$ cat config.mk
export PLATFORM = sky130hd
export DESIGN_NAME = pc_unit
export DESIGN_NICKNAME = d
export VERILOG_FILES = /design/src/rtl/pc_pkg.sv /design/src/rtl/ret_stack.sv /design/src/rtl/pc_unit.sv
export SDC_FILE = /design/constraint.sdc
export NUM_CORES = 1
export LEC_CHECK = 0
export BUFFER_PORTS_ARGS = -buffer_cell sky130_fd_sc_hd__buf_2
export CAP_MARGIN = 0
export CORE_MARGIN = 8
export CORE_UTILIZATION = 45
export DETAILED_ROUTE_END_ITERATION = 10
export PLACE_DENSITY = 0.69
export SYNTH_ARGS = -nofsm -noshare
export SYNTH_HDL_FRONTEND = slang
export SYNTH_SLANG_ARGS = --single-unit
$ cat constraint.sdc
create_clock -name clk -period 3.3 [get_ports clk]
set_input_delay 0.33 -clock clk [delete_from_list [all_inputs] [get_ports clk]]
set_output_delay 0.33 -clock clk [all_outputs]
set_load 0.01 [all_outputs]
$ cat src/rtl/pc_pkg.sv
// Shared definitions for the program-counter unit.
// - pc_op_t    : the single operation executed in a cycle
// - pc_state_t : RUN / HALT state of the counter
// - pc_sel_op  : fixed-priority request arbiter (ret > call > inc > write > ins_con)
package pc_pkg;

    typedef enum logic [2:0] {
        OP_NONE    = 3'd0,
        OP_INS_CON = 3'd1,
        OP_WRITE   = 3'd2,
        OP_INC     = 3'd3,
        OP_CALL    = 3'd4,
        OP_RET     = 3'd5
    } pc_op_t;

    typedef enum logic [0:0] {
        ST_RUN  = 1'b0,
        ST_HALT = 1'b1
    } pc_state_t;

    // Lower-priority requests in the same cycle are dropped, never queued.
    function automatic pc_op_t pc_sel_op(
        input logic ret,
        input logic call,
        input logic inc,
        input logic write,
        input logic ins_con
    );
        pc_op_t op;
        if (ret) begin
            op = OP_RET;
        end else if (call) begin
            op = OP_CALL;
        end else if (inc) begin
            op = OP_INC;
        end else if (write) begin
            op = OP_WRITE;
        end else if (ins_con) begin
            op = OP_INS_CON;
        end else begin
            op = OP_NONE;
        end
        return op;
    endfunction

endpackage

$ cat src/rtl/ret_stack.sv
// Hardware return-address stack (LIFO).
// Ports:
//   clk, rst      - clock, synchronous active-high reset (clears pointer only)
//   push, din     - push din when not full (ignored when full)
//   pop           - drop top entry when not empty (ignored when empty)
//   dout          - combinational top-of-stack (zero when empty)
//   full, empty   - registered occupancy flags, valid the cycle after a change
module ret_stack #(
    parameter int ADDR_W      = 16,
    parameter int STACK_DEPTH = 4
) (
    input  logic              clk,
    input  logic              rst,
    input  logic              push,
    input  logic              pop,
    input  logic [ADDR_W-1:0] din,
    output logic [ADDR_W-1:0] dout,
    output logic              full,
    output logic              empty
);

    localparam int SP_W  = $clog2(STACK_DEPTH + 1);
    localparam int IDX_W = (STACK_DEPTH > 1) ? $clog2(STACK_DEPTH) : 1;
    localparam logic [SP_W-1:0] DEPTH_C = SP_W'(STACK_DEPTH);

    logic [ADDR_W-1:0] mem_r [STACK_DEPTH];
    logic [SP_W-1:0]   sp_r;
    logic [SP_W-1:0]   sp_next_s;
    logic [SP_W-1:0]   top_s;
    logic              full_r;
    logic              empty_r;
    logic              do_pop_s;
    logic              do_push_s;

    // Qualify requests against occupancy; pop wins if both are presented.
    always_comb begin
        do_pop_s  = pop & ~empty_r;
        do_push_s = push & ~full_r & ~do_pop_s;
        top_s     = sp_r - SP_W'(1);
        if (do_pop_s) begin
            sp_next_s = top_s;
        end else if (do_push_s) begin
            sp_next_s = sp_r + SP_W'(1);
        end else begin
            sp_next_s = sp_r;
        end
    end

    // Top-of-stack read; an empty stack presents zero rather than stale data.
    always_comb begin
        if (empty_r) begin
            dout = '0;
        end else begin
            dout = mem_r[top_s[IDX_W-1:0]];
        end
    end

    // Storage write; contents are not cleared by reset.
    always_ff @(posedge clk) begin
        if (!rst && do_push_s) begin
            mem_r[sp_r[IDX_W-1:0]] <= din;
        end
    end

    // Stack pointer and flags, flags computed from the next pointer value.
    always_ff @(posedge clk) begin
        if (rst) begin
            sp_r    <= '0;
            full_r  <= 1'b0;
            empty_r <= 1'b1;
        end else begin
            sp_r    <= sp_next_s;
            full_r  <= (sp_next_s == DEPTH_C);
            empty_r <= (sp_next_s == SP_W'(0));
        end
    end

    assign full  = full_r;
    assign empty = empty_r;

endmodule

$ cat src/rtl/pc_unit.sv
// Parametrised program counter with call/return stack and finish/halt.
// Ports:
//   clk, rst            - clock, synchronous active-high reset
//   in_bus, write       - load out_bus from in_bus
//   inc                 - out_bus + 1 (wraps)
//   ins_con, tr_pc,
//   mbr_pc              - jump to {tr_pc, mbr_pc}
//   call                - push out_bus+1 and jump to {tr_pc, mbr_pc}
//   ret                 - pop return address into out_bus
//   out_bus             - registered program counter
//   finish_signal       - sticky, set one cycle after out_bus shows FINISH_ADDR
//   stack_full/empty    - registered stack occupancy flags
//   stack_err           - sticky, call on full or ret on empty
module pc_unit import pc_pkg::*; #(
    parameter int ADDR_W      = 16,
    parameter int STACK_DEPTH = 4,
    parameter int FINISH_ADDR = 333,
    parameter int RESET_ADDR  = 0
) (
    input  logic                clk,
    input  logic                rst,
    input  logic [ADDR_W-1:0]   in_bus,
    input  logic                write,
    input  logic                inc,
    input  logic                ins_con,
    input  logic [ADDR_W/2-1:0] tr_pc,
    input  logic [ADDR_W/2-1:0] mbr_pc,
    input  logic                call,
    input  logic                ret,
    output logic [ADDR_W-1:0]   out_bus,
    output logic                finish_signal,
    output logic                stack_full,
    output logic                stack_empty,
    output logic                stack_err
);

    localparam logic [ADDR_W-1:0] FINISH_C = ADDR_W'(FINISH_ADDR);
    localparam logic [ADDR_W-1:0] RESET_C  = ADDR_W'(RESET_ADDR);

    pc_state_t         state_r;
    logic [ADDR_W-1:0] out_bus_r;
    logic              finish_r;
    logic              stack_err_r;

    pc_op_t            op_s;
    logic              run_s;
    logic              push_s;
    logic              pop_s;
    logic              err_set_s;
    logic [ADDR_W-1:0] jump_s;
    logic [ADDR_W-1:0] pc_inc_s;
    logic [ADDR_W-1:0] pc_next_s;
    logic [ADDR_W-1:0] tos_s;
    logic              full_s;
    logic              empty_s;

    ret_stack #(
        .ADDR_W      (ADDR_W),
        .STACK_DEPTH (STACK_DEPTH)
    ) u_ret_stack (
        .clk   (clk),
        .rst   (rst),
        .push  (push_s),
        .pop   (pop_s),
        .din   (pc_inc_s),
        .dout  (tos_s),
        .full  (full_s),
        .empty (empty_s)
    );

    // Operation select and qualification. The cycle in which FINISH_ADDR is
    // detected already counts as halted, so no stack side effects happen then.
    always_comb begin
        op_s      = pc_sel_op(ret, call, inc, write, ins_con);
        run_s     = (state_r == ST_RUN) && (out_bus_r != FINISH_C) && !rst;
        jump_s    = {tr_pc, mbr_pc};
        pc_inc_s  = out_bus_r + ADDR_W'(1);
        push_s    = run_s && (op_s == OP_CALL) && !full_s;
        pop_s     = run_s && (op_s == OP_RET) && !empty_s;
        err_set_s = ((op_s == OP_CALL) && full_s) || ((op_s == OP_RET) && empty_s);
    end

    // Next program counter for a running cycle.
    always_comb begin
        pc_next_s = out_bus_r;
        case (op_s)
            OP_RET: begin
                if (!empty_s) begin
                    pc_next_s = tos_s;
                end else begin
                    pc_next_s = out_bus_r;
                end
            end
            OP_CALL: begin
                if (!full_s) begin
                    pc_next_s = jump_s;
                end else begin
                    pc_next_s = out_bus_r;
                end
            end
            OP_INC:     pc_next_s = pc_inc_s;
            OP_WRITE:   pc_next_s = in_bus;
            OP_INS_CON: pc_next_s = jump_s;
            default:    pc_next_s = out_bus_r;
        endcase
    end

    // RUN/HALT state machine with registered PC, finish and error outputs.
    always_ff @(posedge clk) begin
        if (rst) begin
            state_r     <= ST_RUN;
            out_bus_r   <= RESET_C;
            finish_r    <= 1'b0;
            stack_err_r <= 1'b0;
        end else begin
            case (state_r)
                ST_RUN: begin
                    if (out_bus_r == FINISH_C) begin
                        state_r  <= ST_HALT;
                        finish_r <= 1'b1;
                    end else begin
                        out_bus_r <= pc_next_s;
                        if (err_set_s) begin
                            stack_err_r <= 1'b1;
                        end
                    end
                end
                ST_HALT: begin
                    finish_r <= 1'b1;
                end
                default: begin
                    // Unreachable encoding: fail safe by freezing the counter.
                    state_r  <= ST_HALT;
                    finish_r <= 1'b1;
                end
            endcase
        end
    end

    assign out_bus       = out_bus_r;
    assign finish_signal = finish_r;
    assign stack_full    = full_s;
    assign stack_empty   = empty_s;
    assign stack_err     = stack_err_r;

endmodule

==> qor.csv <==
metric,value,unit
die_w,112.8,um
synth.distinct_cells,59,
design.portCount,59,
crit_arrival,2610,ps
diodes,0,
crit_type,reg2reg,
min_path_type,in2reg,
grt_usage,0.1728,
fmax,380.5,MHz
clk_transition_reported_paths,90,ps
setup_repair_after_global_routing_missed_its_margin,no,
clockBufferDepth,2,
seq_cells_post_synth,88,
power.share.clock,0.260,
report.final.setup_viol,0,
critPathLaunchType,register,
cts-hold-fix-buffers,0,
timing_hold_violations_final,0,
power.combinational.fraction,0.248,
worst_setup_path_startpoint,out_bus[0],
p_seq_frac,0.492,
net-switching-power,0.0008519,W
cts-buffers-inserted,9,
number_of_flops_mapped_to_enable_cells_by_yosys,64,
power.internal,0.001985,W
setup_slack,671.7,ps
postRouteWirelength,10640,um
timing.clock.skew,7.478,ps
design.final.nets,424,
dr_total_vias,2984,
warnings_from_yosys,0,
drtIter0Drc,223,
worst-endpoint-required,3280,ps
syn_inst,323,
worstMarginPinSlew,1147,ps
fill_cells,808,
mappedNetlistNets,368,
maxSlewHeadroom,0.2326,
cts_resized,0,
buffer_ports.inserted,58,
synth_top_cell_area_share,0.4554,
cell_area_after_synthesis,0.004220,mm^2
wire_per_inst,21.49,um
grt_pass1_vias,3030,
cts-htree-levels,3,
place_worst_setup_slack,693.7,ps
worstHoldStart,tr_pc[1],
cts_tree,yes,
detail_route.vias_per_cell,6.028,
grt_antenna_before_repair,0,
clock-sinks,88,
areaGrowthSynthToFinish,13.07,%
cellPowerDensity,594.4,mW/mm^2
gpl.final_weighted_congestion,0.7988,
drt_first_pass_iters,4,
seq_area_frac_synth,0.5692,
final_antenna_net_count,0,
grt_pass1_wl,16840,um
drc_errors,0,
crit_path_end_kind,register,
async_flop_share,0,
period_share,0.7965,
slew_viol_final,0,
detailedPlacementHpwl,7333,um
dominantRegCellSynth,sky130_fd_sc_hd__edfxtp_1,
yosys-top-cells-area,"sky130_fd_sc_hd__edfxtp_1 46%, sky130_fd_sc_hd__dfxtp_1 11%, sky130_fd_sc_hd__mux4_2 8.5%, sky130_fd_sc_hd__nor2_1 2.1%, sky130_fd_sc_hd__a221oi_1 2.1%",
post-cts-setup-buffer-count,0,
cap_viol_max_count,0,
cellLeakagePower,1.730,nW
fin_crit,2628,ps
p_sw_frac,0.3003,
worstSkewPairLatency,360,ps
post_route_cells_drive_above_1_share,0.2891,
clockRootBuffer,sky130_fd_sc_hd__clkbuf_8,
synth_largest_area_cell,sky130_fd_sc_hd__edfxtp_1,
grt_start_max_net_pins,29,
crit_fanout,16,
global_route.overflow_total,0,
die_y,112.8,um
syn_avg_cell_area,13.07,um^2
core,0.009153,mm^2
die_area,0.01273,mm^2
worst_r2r_startpoint,out_bus[0],
status,"complete, no violations",
placement_rows,35,
timing.setup.tns,0,ps
initial_core_util,0.4611,
peakVddDrop,0.0002959,V
[power groups by stage]
stage	registers (W)	clock network (W)	logic, W
floorplan	0.00141	0	0.000498
global placement	0.00141	0	0.000692
detailed placement	0.00142	0	0.000705
CTS	0.00139	0.000742	0.000711
global route	0.00141	0.000788	0.000775
finish	0.00139	0.000739	0.000703
[critical path: stages, from the launching register on]
cell and delay (ps):
sky130_fd_sc_hd__dfxtp_1 470, sky130_fd_sc_hd__ha_1 220, sky130_fd_sc_hd__or4b_1 490, sky130_fd_sc_hd__nor4_4 250
sky130_fd_sc_hd__buf_4 210, sky130_fd_sc_hd__nor3_1 90, sky130_fd_sc_hd__and3_1 530
[metal layers]
metal  share of wire  routed length, um  track usage
met3           0.061                654      0.03195
met5               0                  0            0
met4           0.017                186      0.06655
met1            0.43               4546       0.2216
met2            0.49               5249       0.2837
[path summary, 6_finish.rpt]
path | to | slack (ps) | cells past startpoint
worst max-delay path | u_ret_stack.mem_r[1][9] | 670 | 6
worst min-delay path | out_bus[9] | 210 | 3
worst max register to register | u_ret_stack.mem_r[1][9] | 670 | 6
worst min register to register | stack_err | 470 | 2
[through the flow]
stage	cells	power (W)	utilization	area, um^2	hold slack, ps
after global placement	479	0.002105	0.5006	4582	446.8
after detailed placement	479	0.002124	0.5006	4582	462.6
final	495	0.002837	0.5214	4772	214.4
after CTS	495	0.002847	0.5214	4772	209.2
after global routing	495	0.002971	0.5214	4772	248.6
after floorplan	323	0.001904	-	4220	472.0
[cell usage after synthesis, types with 3 or more instances]
| master | count |
|---|---|
| sky130_fd_sc_hd__dfxtp_1 | 24 |
| sky130_fd_sc_hd__a22o_1 | 4 |
| sky130_fd_sc_hd__xnor2_1 | 7 |
| sky130_fd_sc_hd__a211oi_1 | 6 |
| sky130_fd_sc_hd__a31oi_1 | 3 |
| sky130_fd_sc_hd__nor2_1 | 24 |
| sky130_fd_sc_hd__nand2_1 | 16 |
| sky130_fd_sc_hd__buf_4 | 6 |
| sky130_fd_sc_hd__and3_1 | 4 |
| sky130_fd_sc_hd__mux4_2 | 16 |
| sky130_fd_sc_hd__a311oi_1 | 3 |
| sky130_fd_sc_hd__inv_1 | 11 |
| sky130_fd_sc_hd__or2_2 | 7 |
| sky130_fd_sc_hd__a21oi_1 | 13 |
| sky130_fd_sc_hd__nor4_1 | 6 |
| sky130_fd_sc_hd__clkbuf_1 | 5 |
| sky130_fd_sc_hd__o21ai_0 | 6 |
| sky130_fd_sc_hd__nor3_1 | 9 |
| sky130_fd_sc_hd__edfxtp_1 | 64 |
| sky130_fd_sc_hd__a221oi_1 | 10 |
| sky130_fd_sc_hd__o31ai_1 | 3 |
| sky130_fd_sc_hd__buf_6 | 4 |
| sky130_fd_sc_hd__xor2_1 | 4 |
| sky130_fd_sc_hd__a222oi_1 | 3 |
| sky130_fd_sc_hd__a211o_1 | 4 |
| sky130_fd_sc_hd__nand3_1 | 7 |
| sky130_fd_sc_hd__o21bai_1 | 3 |
| sky130_fd_sc_hd__ha_1 | 6 |
| sky130_fd_sc_hd__buf_2 | 4 |
[final cells by class]
class / instances / area, um^2 / area share
clock inverters: 3 / 41.29 / 0.008652
flip-flops and latches: 88 / 2402 / 0.5034
multi-input cells: 204 / 1657 / 0.3471
clock buffers: 13 / 148.9 / 0.03120
repair buffers: 65 / 342.8 / 0.07184
inverters: 11 / 41.29 / 0.008652
well taps: 111 / 138.9 / 0.02910
[flip-flops by register name, indices dropped and copies added, names as in the netlist]
register,cells
finish_signal,1
out_bus,16
stack_err,1
state_r,1
u_ret_stack.empty,1
u_ret_stack.full,1
u_ret_stack.mem_r,64
u_ret_stack.sp_r,3
[logic make-up (layout without fill, tap and decap cells)]
group	after synthesis	count (layout)	synth area share
mux	18	18	0.09013
compound gates	72	72	0.1266
xor+xnor	11	11	0.02283
fa+ha+maj	6	6	0.01779
buf+inv	31	92	0.04150
simple gates	97	97	0.1319
flops	88	88	0.5692
[layout by cell type (no fill, tap or decap), types with 4 or more instances in the layout]
master | netlist | layout
sky130_fd_sc_hd__a211o_1 | 4 | 4
sky130_fd_sc_hd__nor2_1 | 24 | 24
sky130_fd_sc_hd__edfxtp_1 | 64 | 64
sky130_fd_sc_hd__o21ai_0 | 6 | 6
sky130_fd_sc_hd__clkbuf_8 | 0 | 10
sky130_fd_sc_hd__a211oi_1 | 6 | 6
sky130_fd_sc_hd__buf_2 | 4 | 58
sky130_fd_sc_hd__ha_1 | 6 | 6
sky130_fd_sc_hd__xor2_1 | 4 | 4
sky130_fd_sc_hd__nor3_1 | 9 | 9
sky130_fd_sc_hd__dfxtp_1 | 24 | 24
sky130_fd_sc_hd__or2_2 | 7 | 7
sky130_fd_sc_hd__a22o_1 | 4 | 4
sky130_fd_sc_hd__a21oi_1 | 13 | 13
sky130_fd_sc_hd__nand2_1 | 16 | 16
sky130_fd_sc_hd__mux4_2 | 16 | 16
sky130_fd_sc_hd__xnor2_1 | 7 | 7
sky130_fd_sc_hd__inv_1 | 11 | 11
sky130_fd_sc_hd__buf_4 | 6 | 7
sky130_fd_sc_hd__and3_1 | 4 | 4
sky130_fd_sc_hd__a221oi_1 | 10 | 10
sky130_fd_sc_hd__nor4_1 | 6 | 6
sky130_fd_sc_hd__nand3_1 | 7 | 7
No activity file was read; power rests on OpenSTA's default activity.
